[src/rtl/inst_fetch_bridge.sv]
// Instruction fetch bridge: serves 32-bit words to the core from a byte-wide
// synchronous memory through a one-entry word buffer.
module inst_fetch_bridge #(
    parameter int MEM_ADDR_WIDTH = 17
) (
    input  logic                      clk,
    input  logic                      rst,
    input  logic                      rom_ce_i,
    input  logic [31:0]               rom_addr_i,
    output logic [31:0]               rom_data_o,
    output logic                      stallreq_o,
    output logic [MEM_ADDR_WIDTH-1:0] mem_a_o,
    output logic                      mem_re_o,
    input  logic [7:0]                mem_din_i
);

    typedef enum logic {
        IDLE,
        FETCH
    } state_t;

    state_t                    r_state;
    logic [31:0]               r_buf_data;
    logic [29:0]               r_buf_tag;
    logic                      r_buf_valid;
    logic [29:0]               r_req_tag;
    logic [2:0]                r_iss;
    logic [2:0]                r_cap;
    logic [23:0]               r_asm;
    logic [MEM_ADDR_WIDTH-1:0] r_mem_a;
    logic                      r_mem_re;

    logic [29:0]               w_word;
    logic                      w_hit;
    logic                      w_miss;
    logic                      w_redirect;
    logic                      w_start;
    logic [MEM_ADDR_WIDTH-1:0] w_new_base;
    logic [MEM_ADDR_WIDTH-1:0] w_base;
    logic                      w_unused;

    assign w_word     = rom_addr_i[31:2];
    assign w_unused   = ^rom_addr_i[1:0];
    assign w_hit      = rom_ce_i & r_buf_valid & (r_buf_tag == w_word);
    assign w_miss     = rom_ce_i & ~w_hit;
    assign w_redirect = rom_ce_i & (w_word != r_req_tag);
    assign w_start    = ((r_state == IDLE) & w_miss)
                      | ((r_state == FETCH) & w_redirect);
    assign w_new_base = MEM_ADDR_WIDTH'({w_word, 2'b00});
    assign w_base     = MEM_ADDR_WIDTH'({r_req_tag, 2'b00});

    assign rom_data_o = w_hit ? r_buf_data : 32'h0;
    assign stallreq_o = w_miss;
    assign mem_a_o    = r_mem_a;
    assign mem_re_o   = r_mem_re;

    always_ff @(posedge clk) begin
        if (rst) begin
            r_state     <= IDLE;
            r_buf_data  <= 32'h0;
            r_buf_tag   <= 30'h0;
            r_buf_valid <= 1'b0;
            r_req_tag   <= 30'h0;
            r_iss       <= 3'd0;
            r_cap       <= 3'd0;
            r_asm       <= 24'h0;
            r_mem_a     <= '0;
            r_mem_re    <= 1'b0;
        end else if (w_start) begin
            // A redirect discards any partial fill; the buffer is untouched.
            r_req_tag <= w_word;
            r_mem_a   <= w_new_base;
            r_mem_re  <= 1'b1;
            r_iss     <= 3'd1;
            r_cap     <= 3'd0;
            r_state   <= FETCH;
        end else if (r_state == FETCH) begin
            if (r_iss < 3'd4) begin
                r_mem_a <= w_base + MEM_ADDR_WIDTH'(r_iss);
                r_iss   <= r_iss + 3'd1;
            end else begin
                r_mem_re <= 1'b0;
            end
            // Read data trails the address by one cycle.
            if (r_iss >= 3'd2) begin
                r_cap <= r_cap + 3'd1;
                case (r_cap)
                    3'd0: r_asm[7:0]   <= mem_din_i;
                    3'd1: r_asm[15:8]  <= mem_din_i;
                    3'd2: r_asm[23:16] <= mem_din_i;
                    default: begin
                        r_buf_data  <= {mem_din_i, r_asm};
                        r_buf_tag   <= r_req_tag;
                        r_buf_valid <= 1'b1;
                        r_state     <= IDLE;
                    end
                endcase
            end
        end
    end

endmodule

[config.mk]
export PLATFORM = sky130hd
export DESIGN_NAME = inst_fetch_bridge
export DESIGN_NICKNAME = d
export VERILOG_FILES = /design/src/rtl/inst_fetch_bridge.sv
export SDC_FILE = /design/constraint.sdc
export NUM_CORES = 1
export LEC_CHECK = 0
export BUFFER_PORTS_ARGS = -buffer_cell sky130_fd_sc_hd__buf_2
export CORE_ASPECT_RATIO = 1.4
export CORE_MARGIN = 8
export CORE_UTILIZATION = 40
export CTS_CLUSTER_DIAMETER = 100
export DETAILED_ROUTE_END_ITERATION = 6
export PLACE_DENSITY = 0.61
export SLEW_MARGIN = 30
export SYNTH_ARGS = -nofsm -noshare
export SYNTH_HDL_FRONTEND = slang
export SYNTH_SLANG_ARGS = --single-unit
[constraint.sdc]
create_clock -name clk -period 6.9 [get_ports clk]
set_input_delay 2.07 -clock clk [delete_from_list [all_inputs] [get_ports clk]]
set_output_delay 2.07 -clock clk [all_outputs]
set_load 0.005 [all_outputs]
==> results of run 1 <==
-- power by group --
part / switching [mW] / total [mW] / internal, mW
Clock: 0.361 / 0.823 / 0.461
Combinational: 0.0937 / 0.150 / 0.0562
Sequential: 0.0202 / 0.863 / 0.843
-- routing by layer --
layer,track usage,share of wire
met1,0.186,0.41
met4,0.0884,0.033
met5,0,0.00096
met2,0.297,0.50
met3,0.0387,0.056
-- cells by family (layout without fill, tap and decap cells) --
group                      after synthesis  count (layout)  share of synthesized area
AOI/OAI and AO/OA                       72              72                     0.0805
xor gates and xnor gates                65              65                     0.0897
adders and majority gates                5               5                    0.00986
buffers and inverters                   52             139                     0.0390
DFF                                    142             142                      0.448
muxes                                  105             105                      0.166
other                                    0               1                          0
and+or+nand+nor                        225             225                      0.167
-- worst paths after layout --
path,endpoint,slack (ps),from
worst max-delay path,rom_data_o[8],1060,rom_addr_i[26]
worst min-delay path,r_buf_data[15],460,r_buf_data[15]
worst max register to register,r_req_tag[29],3940,r_req_tag[14]
worst min register to register,r_buf_data[15],460,r_buf_data[15]
-- worst max-delay path: stages --
cell and delay [ps]:
buf_2 130, xor2_1 150, nor4_1 410, nand4_1 250, nor2_1 160, buf_4 280, and2_1 190, buf_2 120
-- cells in the final DEF (no fill, tap or decap), drive strengths merged, types with 3 or more instances in the layout --
master    Yosys  routed
dfxtp       142     142
nand2       128     128
mux2i       105     105
buf          11     102
xor2         61      61
and2         33      33
nor3         25      25
clkbuf       36      20
o21ai        19      19
nor4         15      15
a31o         15      15
o211ai       14      14
o31ai        14      14
inv           5       9
nand4         6       6
nor2          5       5
ha            5       5
xnor2         4       4
nand3         4       4
clkinvlp      0       4
clkinv        0       4
a21oi         3       3
-- stage by stage --
step / cells / cell area, µm² / total power, mW / worst slack [ps]
finish: 950 / 7480 / 1.84 / 1060
global route: 949 / 7480 / 1.90 / 932
CTS: 948 / 7450 / 1.86 / 1030
detailed placement: 916 / 6920 / 1.03 / 1040
global placement: 916 / 6920 / 1.03 / 1020
floorplan: 666 / 6340 / 0.964 / 1590
-- registers in the layout, summed over array words and instances, names as in the netlist --
| signal | flops |
|---|---|
| r_buf_data | 32 |
| r_buf_tag | 30 |
| r_req_tag | 30 |
| r_asm | 24 |
| mem_a_o | 17 |
| r_cap | 3 |
| r_iss | 3 |
| mem_re_o | 1 |
| r_buf_valid | 1 |
| r_state | 1 |
-- cell type report --
cell class	count	area [µm²]	share of cell area
Antenna cell	1	2.50	0.000335
Clock buffer	20	437	0.0584
Clock inverter	12	88.8	0.0119
Inverter	5	21.3	0.00284
Multi-Input combinational cell	472	3280	0.439
Sequential cell	142	2840	0.380
Tap cell	196	245	0.0328
Timing Repair Buffer	102	558	0.0746
==> flow_metrics.tcl, run 1 <==
set metrics [dict create \
    synth-seq-area-share 0.448 \
    timing_hold_violations_final 0 \
    clock_path_buffers 2 \
    wl_per_cell_um 17.6 \
    cts_tree "yes" \
    track_usage 0.169 \
    status "finished clean" \
    drt-initial-drc-count 278 \
    crit_required_ps 4830 \
    synth_cells 666 \
    drc_errors 0 \
    period_minus_slack_ps 5840 \
    clock_latency_ps 420 \
    grt_max_degree 82 \
    drive_above_1_share 0.203 \
    relSlewSlack 0.440 \
    area_growth_syn_to_layout_pct 17.9 \
    die-area_um2 20200 \
    final_antenna_net_count 0 \
    tightest_slew_ps 839 \
    clock-sinks 142 \
    cts_buffers 17 \
    leakage_nw 3.37 \
    synthesis.area_per_instance_um2 9.53 \
    chipHeight_um 165 \
    place_congestion 0.814 \
    cts_resized 0 \
    numPortBuffers 91 \
    hold_buffers 0 \
    core_um2 15500 \
    synth-edff-count 0 \
    ys_ff_latch 142 \
    first_pass_iters 4 \
    antenna_found_initial 1 \
    dp_hpwl_mm 12.1 \
    die_x_um 122 \
    peakVddDrop_mv 0.155 \
    rsz0062_at_grt "false" \
    clk_pin_slew_worst_paths_ps 60 \
    end_kind "output pin" \
    rows 54 \
    synth_top_area_cell "dfxtp_1" \
    power_density_nw_per_um2 245 \
    via_count 5009 \
    syn-cell-area_um2 6340 \
    r2r_cells 7 \
    async_reset_ff_frac 0 \
    ys_warn_count 0 \
    arrival_ps 3770 \
    synthDistinctLibCells 35 \
    critPathKind "input pin to output pin" \
    yosysMostFrequentCell "dfxtp_1" \
    hold_ws_ps 456 \
    synth_top_area_frac 0.448 \
    worstHoldPathCells 2 \
    cap_violations 0 \
    yosys-top-cells-count "142 x dfxtp_1, 128 x nand2_1, 105 x mux2i_1, 61 x xor2_1, 36 x clkbuf_1" \
    gr-total-overflow 0 \
    hold_path.class "register to register" \
    slew_viol_final 0 \
    finalClockSkew_ps 8.70 \
    max_clock_freq_mhz 171 \
    fin_nets 788 \
    grt_pass1_wl_mm 26.5 \
    start_kind "input pin" \
    synth_ff_type "dfxtp_1" \
    post-route-period-util 0.847 \
    setup_tns_ps 0 \
    postCtsSetupBuffers 0 \
    utilization 0.481 \
    setup_violations 0 \
    cts_root_buf "clkbuf_16" \
    fillCellCount 1532 \
    grt_pass1_vias 5131 \
    finalWirelength_mm 16.7 \
    h-tree-depth 4 \
    synth.area.top_cells "dfxtp_1 45%, mux2i_1 17%, xor2_1 8.4%, nand2_1 7.6%, and2_1 3.3%" \
    initial_utilization 0.408 \
    synth_fp_nets 714 \
    cp_max_fo 33 \
    ioPinCount 94 \
    viasPerCell 5.27 \
]
Power figures use the tool's default switching activity.
==> run 2, diff against run 1 <==
- clock period: 6.9 -> 6.07 ns (I/O delays scaled with it)
==> flow_metrics.tcl, run 2 (synthesis results as in run 1) <==
set metrics [dict create \
    status "finished clean" \
    grt_pass1_wl_mm 26.4 \
    fin_ws_ps 716 \
    via_count 4948 \
    wl_per_cell_um 17.5 \
    reg2reg_slack_ps 3050 \
    post-route-period-util 0.882 \
    worstHoldPathCells 2 \
    die-area_um2 20200 \
    finalWirelength_mm 16.6 \
    placed_area_um2 6910 \
    timing_hold_violations_final 0 \
    fin_nets 787 \
    peakVddDrop_mv 0.158 \
    start_kind "input pin" \
    rows 54 \
    setup_violations 0 \
    track_usage 0.169 \
    grt_max_degree 70 \
    max_clock_freq_mhz 187 \
    clock_latency_ps 420 \
    detailedPlace.worstSlack_ps 656 \
    core_um2 15500 \
    hold_ws_ps 454 \
    min_from "r_buf_data[5]" \
    final_antenna_net_count 0 \
    area_growth_syn_to_layout_pct 18.4 \
    cts_root_buf "clkbuf_16" \
    crit_required_ps 4250 \
    grt_pass1_vias 5175 \
    postCtsSetupBuffers 0 \
    leakage_nw 3.38 \
    cts_resized 0 \
    finalClockSkew_ps 6.53 \
    die_x_um 122 \
    cts_buffers 17 \
    chipHeight_um 165 \
    end_kind "output pin" \
    reg_top3 "r_buf_data (32), r_buf_tag (30), r_req_tag (30)" \
    diodes 0 \
    first_pass_iters 4 \
    cts_tree "yes" \
    fillCellCount 1498 \
    worstHoldEndpoint "r_buf_data[5]" \
    initial_utilization 0.408 \
    drive_above_1_share 0.202 \
    power.total_mw 2.17 \
    power_density_nw_per_um2 288 \
    r2r-end "r_buf_tag[22]" \
    clock-sinks 142 \
    ioPinCount 94 \
    setup_tns_ps 0 \
    period_minus_slack_ps 5350 \
    cap_violations 0 \
    design_area_um2 7510 \
    numPortBuffers 91 \
    r2r_cells 7 \
    most-common-layout-cells "142 x dfxtp_1, 128 x nand2_1, 105 x mux2i_1" \
    viasPerCell 5.22 \
    regMostFlops "r_buf_data" \
    critPathKind "input pin to output pin" \
    r2r_start "r_req_tag[14]" \
    layout_commonest_cell "dfxtp_1" \
    arrival_ps 3530 \
    cp_max_fo 33 \
    tightest_slew_ps 812 \
    place_congestion 0.818 \
    rsz0062_at_grt "false" \
    drt-initial-drc-count 291 \
    drc_errors 0 \
    hold_path.class "register to register" \
    utilization 0.484 \
    gr-total-overflow 0 \
    clock_path_buffers 2 \
    dp_hpwl_mm 11.9 \
    relSlewSlack 0.457 \
    h-tree-depth 4 \
    placed_cells 915 \
    final-instance-count-excl-fill 948 \
    clk_pin_slew_worst_paths_ps 60 \
    hold_buffers 0 \
    slew_viol_final 0 \
    largest_reg_flops 32 \
    antenna_found_initial 1 \
]
run 2: cell type report:
type,count,area [µm²],share of cell area
Multi-Input combinational cell,472,3280,0.436
Sequential cell,142,2840,0.378
Timing Repair Buffer,101,551,0.0733
Clock buffer,22,464,0.0618
Tap cell,196,245,0.0326
Clock inverter,10,114,0.0152
Inverter,5,21.3,0.00283
run 2: where the power goes:
group          internal (mW)  leakage [nW]  total [mW]  switching (mW)
logic                 0.0639          1.95       0.170           0.106
registers              0.958          1.15       0.981          0.0227
clock network          0.624         0.272        1.01           0.390
total                   1.65          3.38        2.17           0.519
run 2: worst max path at each step:
stage,startpoint,end,slack [ps],cells past startpoint
global route,rom_addr_i[3],rom_data_o[0],540,8
floorplan,rom_addr_i[26],rom_data_o[10],1260,6
CTS,rom_addr_i[3],rom_data_o[8],670,8
finish,rom_addr_i[3],rom_data_o[8],720,8
global placement,rom_addr_i[26],rom_data_o[31],690,8
detailed placement,rom_addr_i[3],rom_data_o[8],660,8
run 2: layer usage:
metal | vias to the layer above | part of all wire | routed length (µm) | track usage
li1 | 2455 | - | - | -
met1 | 2343 | 0.41 | 6800 | 0.180
met2 | 119 | 0.50 | 8370 | 0.303
met3 | 29 | 0.050 | 825 | 0.0397
met4 | 2 | 0.034 | 568 | 0.0917
met5 | - | 0.00072 | 12 | 0
run 2: worst max-delay path, cell delays in order:
cell,delay (ps)
buf_2,130
xor2_1,160
nor4_1,460
nand4_1,220
nor2_1,140
buf_4,280
and2_1,190
buf_2,120
